[src/rtl/sprite_palette_ram_pkg.sv]
// Shared types, boot constants and sizing helpers for the sprite palette RAM.
// Colour words are {R,G,B}; the boot tables are expressed at 4 bits per channel.
package sprite_palette_ram_pkg;

    localparam int PAL_CH_W = 4;

    typedef struct packed {
        logic [PAL_CH_W-1:0] r;
        logic [PAL_CH_W-1:0] g;
        logic [PAL_CH_W-1:0] b;
    } rgb_t;

    localparam rgb_t DEFAULT_RGB = 12'h6AF;
    localparam int   BOOT_FIRST  = 1;
    localparam int   BOOT_LAST   = 4;

    function automatic int clog2(input int n);
        int r;
        r = 0;
        for (int i = 0; i < 31; i++) begin
            if ((1 << i) < n) r = i + 1;
        end
        return r;
    endfunction

    // Width of a select field that must stay at least one bit wide.
    function automatic int sel_w(input int n);
        return (clog2(n) < 1) ? 1 : clog2(n);
    endfunction

    function automatic logic boot_hit(input int e);
        return (e >= BOOT_FIRST) && (e <= BOOT_LAST);
    endfunction

    function automatic rgb_t boot_rgb(input int e);
        rgb_t c;
        case (e)
            1:       c = 12'h520;
            2:       c = 12'hFFF;
            3:       c = 12'h940;
            4:       c = 12'h000;
            default: c = DEFAULT_RGB;
        endcase
        return c;
    endfunction

endpackage

[src/rtl/sprite_palette_ram_if.sv]
// Write, lookup, colour-cycle and result signals of the sprite palette RAM.
// The renderer side drives through master; the palette itself uses slave.
interface sprite_palette_ram_if
    import sprite_palette_ram_pkg::*;
#(
    parameter int IDX_W     = 4,
    parameter int CH_W      = 4,
    parameter int NUM_BANKS = 4
) ();

    localparam int BK_W = sel_w(NUM_BANKS);

    logic              wr_en;
    logic [BK_W-1:0]   wr_bank;
    logic [IDX_W-1:0]  wr_idx;
    logic [3*CH_W-1:0] wr_rgb;

    logic              rd_valid;
    logic [BK_W-1:0]   rd_bank;
    logic [IDX_W-1:0]  rd_idx;

    logic              frame_tick;
    logic              cyc_en;
    logic [IDX_W-1:0]  cyc_lo;
    logic [IDX_W-1:0]  cyc_hi;
    logic              transp_en;

    logic              out_valid;
    logic [CH_W-1:0]   red;
    logic [CH_W-1:0]   green;
    logic [CH_W-1:0]   blue;
    logic              transparent;

    modport master (
        output wr_en, wr_bank, wr_idx, wr_rgb,
        output rd_valid, rd_bank, rd_idx,
        output frame_tick, cyc_en, cyc_lo, cyc_hi, transp_en,
        input  out_valid, red, green, blue, transparent
    );

    modport slave (
        input  wr_en, wr_bank, wr_idx, wr_rgb,
        input  rd_valid, rd_bank, rd_idx,
        input  frame_tick, cyc_en, cyc_lo, cyc_hi, transp_en,
        output out_valid, red, green, blue, transparent
    );

endinterface

[src/rtl/sprite_palette_ram_cycle_ctrl.sv]
// Colour-cycling control: frame-tick divider, rotating offset and index remap.
// The remap is combinational so a lookup sees the offset as of its own cycle.
module palette_cycle_ctrl
    import sprite_palette_ram_pkg::*;
#(
    parameter int IDX_W   = 4,
    parameter int CYC_DIV = 8
) (
    input  logic             i_clk,
    input  logic             i_rst,
    input  logic             i_frame_tick,
    input  logic             i_cyc_en,
    input  logic [IDX_W-1:0] i_cyc_lo,
    input  logic [IDX_W-1:0] i_cyc_hi,
    input  logic [IDX_W-1:0] i_rd_idx,
    output logic [IDX_W-1:0] o_eff_idx
);

    localparam int               DIV_W    = sel_w(CYC_DIV);
    localparam logic [DIV_W-1:0] DIV_LAST = DIV_W'(CYC_DIV - 1);

    logic [DIV_W-1:0] r_div;
    logic [IDX_W-1:0] r_off;

    logic             w_active;
    logic             w_in_rng;
    logic [IDX_W:0]   w_lo;
    logic [IDX_W:0]   w_span;
    logic [IDX_W:0]   w_mod_n;
    logic [IDX_W:0]   w_sum;
    logic [IDX_W:0]   w_rot;
    logic [IDX_W:0]   w_eff;

    assign w_active = i_cyc_en && (i_cyc_lo < i_cyc_hi);
    assign w_lo     = {1'b0, i_cyc_lo};
    assign w_span   = {1'b0, i_cyc_hi} - w_lo;

    always_ff @(posedge i_clk or posedge i_rst) begin
        if (i_rst) begin
            r_div <= '0;
            r_off <= '0;
        end else if (!w_active) begin
            r_div <= '0;
            r_off <= '0;
        end else if (i_frame_tick) begin
            if (r_div == DIV_LAST) begin
                r_div <= '0;
                // A stale offset from a wider range restarts at zero.
                if ({1'b0, r_off} >= w_span) r_off <= '0;
                else                         r_off <= r_off + IDX_W'(1);
            end else begin
                r_div <= r_div + DIV_W'(1);
            end
        end
    end

    assign w_in_rng = w_active
                   && (i_rd_idx >= i_cyc_lo)
                   && (i_rd_idx <= i_cyc_hi);

    // Divisor forced to 1 outside the range so the modulo never sees zero.
    assign w_mod_n = w_in_rng ? (w_span + (IDX_W+1)'(1)) : (IDX_W+1)'(1);
    assign w_sum   = ({1'b0, i_rd_idx} - w_lo) + {1'b0, r_off};
    assign w_rot   = w_sum % w_mod_n;
    assign w_eff   = w_lo + w_rot;

    assign o_eff_idx = w_in_rng ? w_eff[IDX_W-1:0] : i_rd_idx;

endmodule

[src/rtl/sprite_palette_ram.sv]
// Banked sprite palette with colour cycling, transparency key and 1-cycle lookup.
// Storage resets to the boot palette; same-entry read/write returns the old value.
module sprite_palette_ram
    import sprite_palette_ram_pkg::*;
#(
    parameter int IDX_W     = 4,
    parameter int CH_W      = 4,
    parameter int NUM_BANKS = 4,
    parameter int CYC_DIV   = 8
) (
    input  logic                 Clk,
    input  logic                 Reset,
    sprite_palette_ram_if.slave  bus
);

    localparam int ENTRIES = 1 << IDX_W;
    localparam int RGB_W   = 3 * CH_W;
    localparam int BK_W    = sel_w(NUM_BANKS);

    localparam logic [BK_W-1:0] BK_MASK = BK_W'(NUM_BANKS - 1);

    function automatic logic [RGB_W-1:0] to_word(input rgb_t c);
        return {CH_W'(c.r), CH_W'(c.g), CH_W'(c.b)};
    endfunction

    logic [RGB_W-1:0] r_mem [NUM_BANKS][ENTRIES];
    logic             r_valid;
    logic [RGB_W-1:0] r_rgb;
    logic             r_transp;

    logic [IDX_W-1:0] w_eff_idx;
    logic [BK_W-1:0]  w_wr_bank;
    logic [BK_W-1:0]  w_rd_bank;
    logic [RGB_W-1:0] w_rd_word;

    assign w_wr_bank = bus.wr_bank & BK_MASK;
    assign w_rd_bank = bus.rd_bank & BK_MASK;

    palette_cycle_ctrl #(
        .IDX_W   (IDX_W),
        .CYC_DIV (CYC_DIV)
    ) u_cycle (
        .i_clk        (Clk),
        .i_rst        (Reset),
        .i_frame_tick (bus.frame_tick),
        .i_cyc_en     (bus.cyc_en),
        .i_cyc_lo     (bus.cyc_lo),
        .i_cyc_hi     (bus.cyc_hi),
        .i_rd_idx     (bus.rd_idx),
        .o_eff_idx    (w_eff_idx)
    );

    always_ff @(posedge Clk or posedge Reset) begin
        if (Reset) begin
            for (int b = 0; b < NUM_BANKS; b++) begin
                for (int e = 0; e < ENTRIES; e++) begin
                    if (b == 0 && boot_hit(e)) r_mem[b][e] <= to_word(boot_rgb(e));
                    else                       r_mem[b][e] <= to_word(DEFAULT_RGB);
                end
            end
        end else if (bus.wr_en) begin
            r_mem[w_wr_bank][bus.wr_idx] <= bus.wr_rgb;
        end
    end

    assign w_rd_word = r_mem[w_rd_bank][w_eff_idx];

    always_ff @(posedge Clk or posedge Reset) begin
        if (Reset) begin
            r_valid  <= 1'b0;
            r_rgb    <= '0;
            r_transp <= 1'b0;
        end else begin
            r_valid <= bus.rd_valid;
            if (bus.rd_valid) begin
                r_rgb    <= w_rd_word;
                r_transp <= bus.transp_en && (bus.rd_idx == '0);
            end
        end
    end

    assign bus.out_valid   = r_valid;
    assign bus.red         = r_rgb[RGB_W-1 -: CH_W];
    assign bus.green       = r_rgb[2*CH_W-1 -: CH_W];
    assign bus.blue        = r_rgb[CH_W-1:0];
    assign bus.transparent = r_transp;

endmodule

[src/flat_wrapper.sv]
// flat-port wrapper written by rule: the top's interface ports become plain ports
module sprite_palette_ram_flat import sprite_palette_ram_pkg::*;
#(
    parameter int IDX_W     = 4,
    parameter int CH_W      = 4,
    parameter int NUM_BANKS = 4,
    parameter int CYC_DIV   = 8
)
  (Clk, Reset, bus_wr_en, bus_wr_bank, bus_wr_idx, bus_wr_rgb, bus_rd_valid, bus_rd_bank, bus_rd_idx, bus_frame_tick, bus_cyc_en, bus_cyc_lo, bus_cyc_hi, bus_transp_en, bus_out_valid, bus_red, bus_green, bus_blue, bus_transparent);
  sprite_palette_ram_if #(.IDX_W(IDX_W), .CH_W(CH_W), .NUM_BANKS(NUM_BANKS)) bus_i ();
  input  logic Clk;
  input  logic Reset;
  input wire logic [$bits(bus_i.wr_en)-1:0] bus_wr_en;
  input wire logic [$bits(bus_i.wr_bank)-1:0] bus_wr_bank;
  input wire logic [$bits(bus_i.wr_idx)-1:0] bus_wr_idx;
  input wire logic [$bits(bus_i.wr_rgb)-1:0] bus_wr_rgb;
  input wire logic [$bits(bus_i.rd_valid)-1:0] bus_rd_valid;
  input wire logic [$bits(bus_i.rd_bank)-1:0] bus_rd_bank;
  input wire logic [$bits(bus_i.rd_idx)-1:0] bus_rd_idx;
  input wire logic [$bits(bus_i.frame_tick)-1:0] bus_frame_tick;
  input wire logic [$bits(bus_i.cyc_en)-1:0] bus_cyc_en;
  input wire logic [$bits(bus_i.cyc_lo)-1:0] bus_cyc_lo;
  input wire logic [$bits(bus_i.cyc_hi)-1:0] bus_cyc_hi;
  input wire logic [$bits(bus_i.transp_en)-1:0] bus_transp_en;
  output wire logic [$bits(bus_i.out_valid)-1:0] bus_out_valid;
  output wire logic [$bits(bus_i.red)-1:0] bus_red;
  output wire logic [$bits(bus_i.green)-1:0] bus_green;
  output wire logic [$bits(bus_i.blue)-1:0] bus_blue;
  output wire logic [$bits(bus_i.transparent)-1:0] bus_transparent;
  assign bus_i.wr_en = bus_wr_en;
  assign bus_i.wr_bank = bus_wr_bank;
  assign bus_i.wr_idx = bus_wr_idx;
  assign bus_i.wr_rgb = bus_wr_rgb;
  assign bus_i.rd_valid = bus_rd_valid;
  assign bus_i.rd_bank = bus_rd_bank;
  assign bus_i.rd_idx = bus_rd_idx;
  assign bus_i.frame_tick = bus_frame_tick;
  assign bus_i.cyc_en = bus_cyc_en;
  assign bus_i.cyc_lo = bus_cyc_lo;
  assign bus_i.cyc_hi = bus_cyc_hi;
  assign bus_i.transp_en = bus_transp_en;
  assign bus_out_valid = bus_i.out_valid;
  assign bus_red = bus_i.red;
  assign bus_green = bus_i.green;
  assign bus_blue = bus_i.blue;
  assign bus_transparent = bus_i.transparent;
  sprite_palette_ram #(.IDX_W(IDX_W), .CH_W(CH_W), .NUM_BANKS(NUM_BANKS), .CYC_DIV(CYC_DIV)) u_core (.Clk(Clk), .Reset(Reset), .bus(bus_i));
endmodule
[config.mk]
export PLATFORM = sky130hd
export DESIGN_NAME = sprite_palette_ram_flat
export DESIGN_NICKNAME = d
export VERILOG_FILES = /design/src/rtl/sprite_palette_ram_pkg.sv /design/src/rtl/sprite_palette_ram_if.sv /design/src/rtl/sprite_palette_ram_cycle_ctrl.sv /design/src/rtl/sprite_palette_ram.sv /design/src/flat_wrapper.sv
export SDC_FILE = /design/constraint.sdc
export NUM_CORES = 2
export LEC_CHECK = 0
export BUFFER_PORTS_ARGS = -buffer_cell sky130_fd_sc_hd__buf_2
export CAP_MARGIN = 20
export CORE_ASPECT_RATIO = 1.75
export CORE_UTILIZATION = 50
export CTS_CLUSTER_DIAMETER = 40
export CTS_CLUSTER_SIZE = 20
export DETAILED_ROUTE_END_ITERATION = 12
export HOLD_SLACK_MARGIN = 0.08
export PLACE_DENSITY = 0.64
export SYNTH_ARGS = -nofsm -noshare
export SYNTH_HDL_FRONTEND = slang
export SYNTH_HIERARCHICAL = 1
export SYNTH_SLANG_ARGS = --single-unit
[constraint.sdc]
create_clock -name Clk -period 25.5 [get_ports Clk]
set_input_delay 1.275 -clock Clk [delete_from_list [all_inputs] [get_ports Clk]]
set_output_delay 1.275 -clock Clk [all_outputs]
set_load 0.02 [all_outputs]
==> flow_metrics.py <==
metrics = {
    "logic_synthesis": {
        "synthFlopType": "dfstp_2",
        "syn_avg_cell_area_um2": 14.9,
        "synthAdderAreaFrac": 0.0179,
        "synth_seq_cells": 789,
        "ys_seq_area_frac": 0.529,
        "synth.distinct_cells": 62,
        "synth-edff-count": 0,
        "async_reset_ff_frac": 1.00,
        "syn_area_um2": 38500,
        "synth_compound_area_frac": 0.0310,
        "synthMuxAreaShare": 0.361,
        "syn_inst": 2586,
        "yosys_warnings": 6,
        "synth-simple-area-share": 0.0244,
        "synth_top_family_by_area": "multiplexers",
        "synth_xor_xnor_area_share": 0.00384,
        "syn_nets": 2676,
    },
    "timing": {
        "setup-violations-final": 0,
        "relSlewSlack": 0.171,
        "rsz0062_at_grt": "no",
        "fmax_ghz": 0.0758,
        "fin_crit_ps": 13200,
        "fin_crit_sh": 0.518,
        "tightest_slew_ps": 1230,
        "maxSlewViolCount": 0,
        "setup_tns_ps": 0,
        "hold_viol": 0,
        "skew_ps": 17.4,
        "hold_slack_ps": 489,
    },
    "global_routing": {
        "grt_start_max_net_pins": 199,
        "grt_use_total": 0.264,
        "antenna_found_initial": 3,
        "grt_pass1_vias": 24000,
        "grt_overflow_total": 0,
        "grt_first_pass_wirelength_mm": 152,
    },
    "detailed_routing": {
        "route.detailed.drc": 0,
        "firstDrtPassIters": 5,
        "wl_per_cell_um": 27.6,
        "drt_iter0_markers": 1234,
        "postRouteAntennaNets": 0,
        "wirelength_mm": 99.9,
        "num_vias": 22000,
        "viasPerCell": 6.08,
    },
    "cts": {
        "cts_tree": "yes",
        "cts_resized": 0,
        "clkSlewWorstSetupHoldPaths_ps": 80,
        "clk_latency_ps": 660,
        "cts_hold_buf": 0,
        "cts_buffer_depth": 3,
        "cts.htree.levels": 3,
        "root_buffer": "clkbuf_16",
        "post-cts-setup-buffers": 0,
        "cts_made_buffers": 78,
        "cts.sinks": 789,
    },
    "finish": {
        "fin_nets": 2625,
        "layout-drive-gt1-share": 0.675,
        "synthToLayoutAreaGrowth_pct": 9.59,
        "utilization": 0.553,
    },
    "worst_setup_path": {
        "arrival_ps": 13690,
        "path_max_fanout": 46,
        "path_class": "primary input to register",
        "worstPathRequired_ps": 25990,
        "rrSetupSlack_ps": 12680,
        "max_stage_delay_ps": 740,
        "path_common_cell": "ha_1",
        "worst_setup_path_start_kind": "primary input",
        "crit_slowest_cell": "buf_4",
        "critPathCaptureType": "register",
    },
    "floorplan": {
        "design.die.area_um2": 78100,
        "start_util": 0.504,
        "coreArea_um2": 76300,
        "ios": 53,
        "rows": 134,
        "die_width_um": 212,
        "die_h_um": 369,
    },
    "power_and_ir_drop": {
        "comb_power_share": 0.257,
        "sw_frac_of_total": 0.310,
        "power_frac_seq": 0.423,
        "p_per_area_nw_per_um2": 88.6,
        "p_int_w": 0.00258,
        "clkPwrFrac": 0.321,
        "netSwitchingPower_w": 0.00116,
        "ir_drop_uv": 63.2,
        "p_leak_nw": 18.2,
    },
    "run": {
        "maxCapViolCount": 0,
    },
    "placed_design": {
        "io_buffers": 52,
        "dp_hpwl_mm": 65.0,
        "place.gp.congestion": 0.892,
    },
    "outcome": {
        "status": "completed",
    },
    "hold_path": {
        "hp-class": "register to register",
    },
}
## power by group through the flow
stage	Combinational, W	Sequential (W)	Clock (W)
3_3_place_gp	0.000945	0.00158	0
4_1_cts	0.000966	0.00158	0.00123
2_1_floorplan	0.000697	0.00157	0
3_5_place_dp	0.000964	0.00160	0
6_report	0.000959	0.00158	0.00120
5_1_grt	0.00104	0.00160	0.00128
## metal layers
metal | GRT usage | routed length, um | part of all wire
met1 | 0.303 | 37600 | 0.38
met2 | 0.466 | 52300 | 0.52
met3 | 0.0383 | 3860 | 0.039
met4 | 0.150 | 6100 | 0.061
met5 | 0 | 28 | 0.00028
## metrics by stage
step	instances	worst slack [ps]	instance area, um2	power [W]
floorplan	2586	3090	38500	0.00227
global placement	3471	11880	39400	0.00253
detailed placement	3474	11610	39400	0.00256
CTS	3620	12330	42200	0.00378
global route	3622	11390	42200	0.00391
finish	3622	12300	42200	0.00374
## flip-flops by register name, indices dropped and copies added, names as in the netlist
signal                  count
u_core/u_cycle/r_div        3
u_core/bus.out_valid        1
u_core/bus.transparent      1
u_core/u_cycle/r_off        4
u_core/r_rgb               12
u_core/r_mem              768
## synthesized netlist by cell type (5+ instances only)
cell	n	area (um2)
mux2i_1	78	781
mux4_1	17	447
dfstp_2	498	13100
fa_1	7	140
o21ai_0	28	140
a22o_1	13	114
ha_1	44	551
nand2_1	79	297
nand3_1	7	35.0
a21oi_1	12	60.1
nand2b_1	13	81.3
buf_6	7	78.8
xnor2_1	11	96.3
a221oi_1	10	87.6
o221ai_1	25	219
nand4_1	15	93.8
a22oi_1	12	90.1
nor2b_1	5	31.3
nor3_1	9	45.0
or2_2	6	37.5
nor2_1	53	199
mux4_2	139	3130
buf_1	11	41.3
mux2_2	842	9480
dfrtp_1	291	7280
a21o_1	11	82.6
buf_4	13	97.6
o22ai_1	25	156
buf_2	60	300
clkbuf_1	138	518
o21a_1	5	37.5
inv_1	57	214
## worst max-delay path: cells and delay by family
family,cells,cell delay [ps]
buffers and inverters,9,2560
XOR/XNOR,1,160
multiplexers,4,1490
adder cells (fa/ha/maj),8,2360
AND/OR/NAND/NOR,9,1240
AO/OA/AOI/OAI,21,4430
## kinds of logic after synthesis
| group | Yosys count |
|---|---|
| compound gates | 161 |
| simple gates | 202 |
| xor+xnor | 16 |
| flops | 789 |
| mux | 1080 |
| buf+inv | 287 |
| fa+ha+maj | 51 |
## placed cells by master (no fill, tap or decap), types with 15 or more instances in the layout
master	n
mux2_2	842
dfstp_2	498
dfrtp_1	291
mux4_2	139
nand2_1	79
clkbuf_16	78
mux2i_1	78
inv_1	56
buf_2	51
ha_1	44
nor2_1	42
buf_4	40
o21ai_0	26
o221ai_1	25
o22ai_1	25
mux4_1	17
inv_6	15
nand4_1	15
## path summary, 6_finish.rpt
| kind | start | to | cells after the start |
|---|---|---|---|
| min reg2reg | u_core/r_mem[23] | u_core/r_mem[23] | 1 |
| max reg2reg | u_core/u_cycle/r_off[0] | u_core/r_rgb[4] | 53 |
| max in group asynchronous | Reset | u_core/r_rgb[8] | 4 |
| max | bus_cyc_lo[3] | u_core/r_rgb[4] | 52 |
| min | u_core/r_mem[23] | u_core/r_mem[23] | 1 |
| min in group asynchronous | Reset | u_core/u_cycle/r_div[0] | 2 |
## final cells by class
type | count | area, um2
antenna | 1 | 2.50
clock buffer | 88 | 2050
clock inverter | 58 | 672
fill | 6171 | 34100
inverter | 58 | 225
multi-input combinational | 1510 | 16900
sequential | 789 | 20400
tap | 1020 | 1280
timing repair buffer | 98 | 663
No activity file was read; power rests on OpenSTA's default activity.
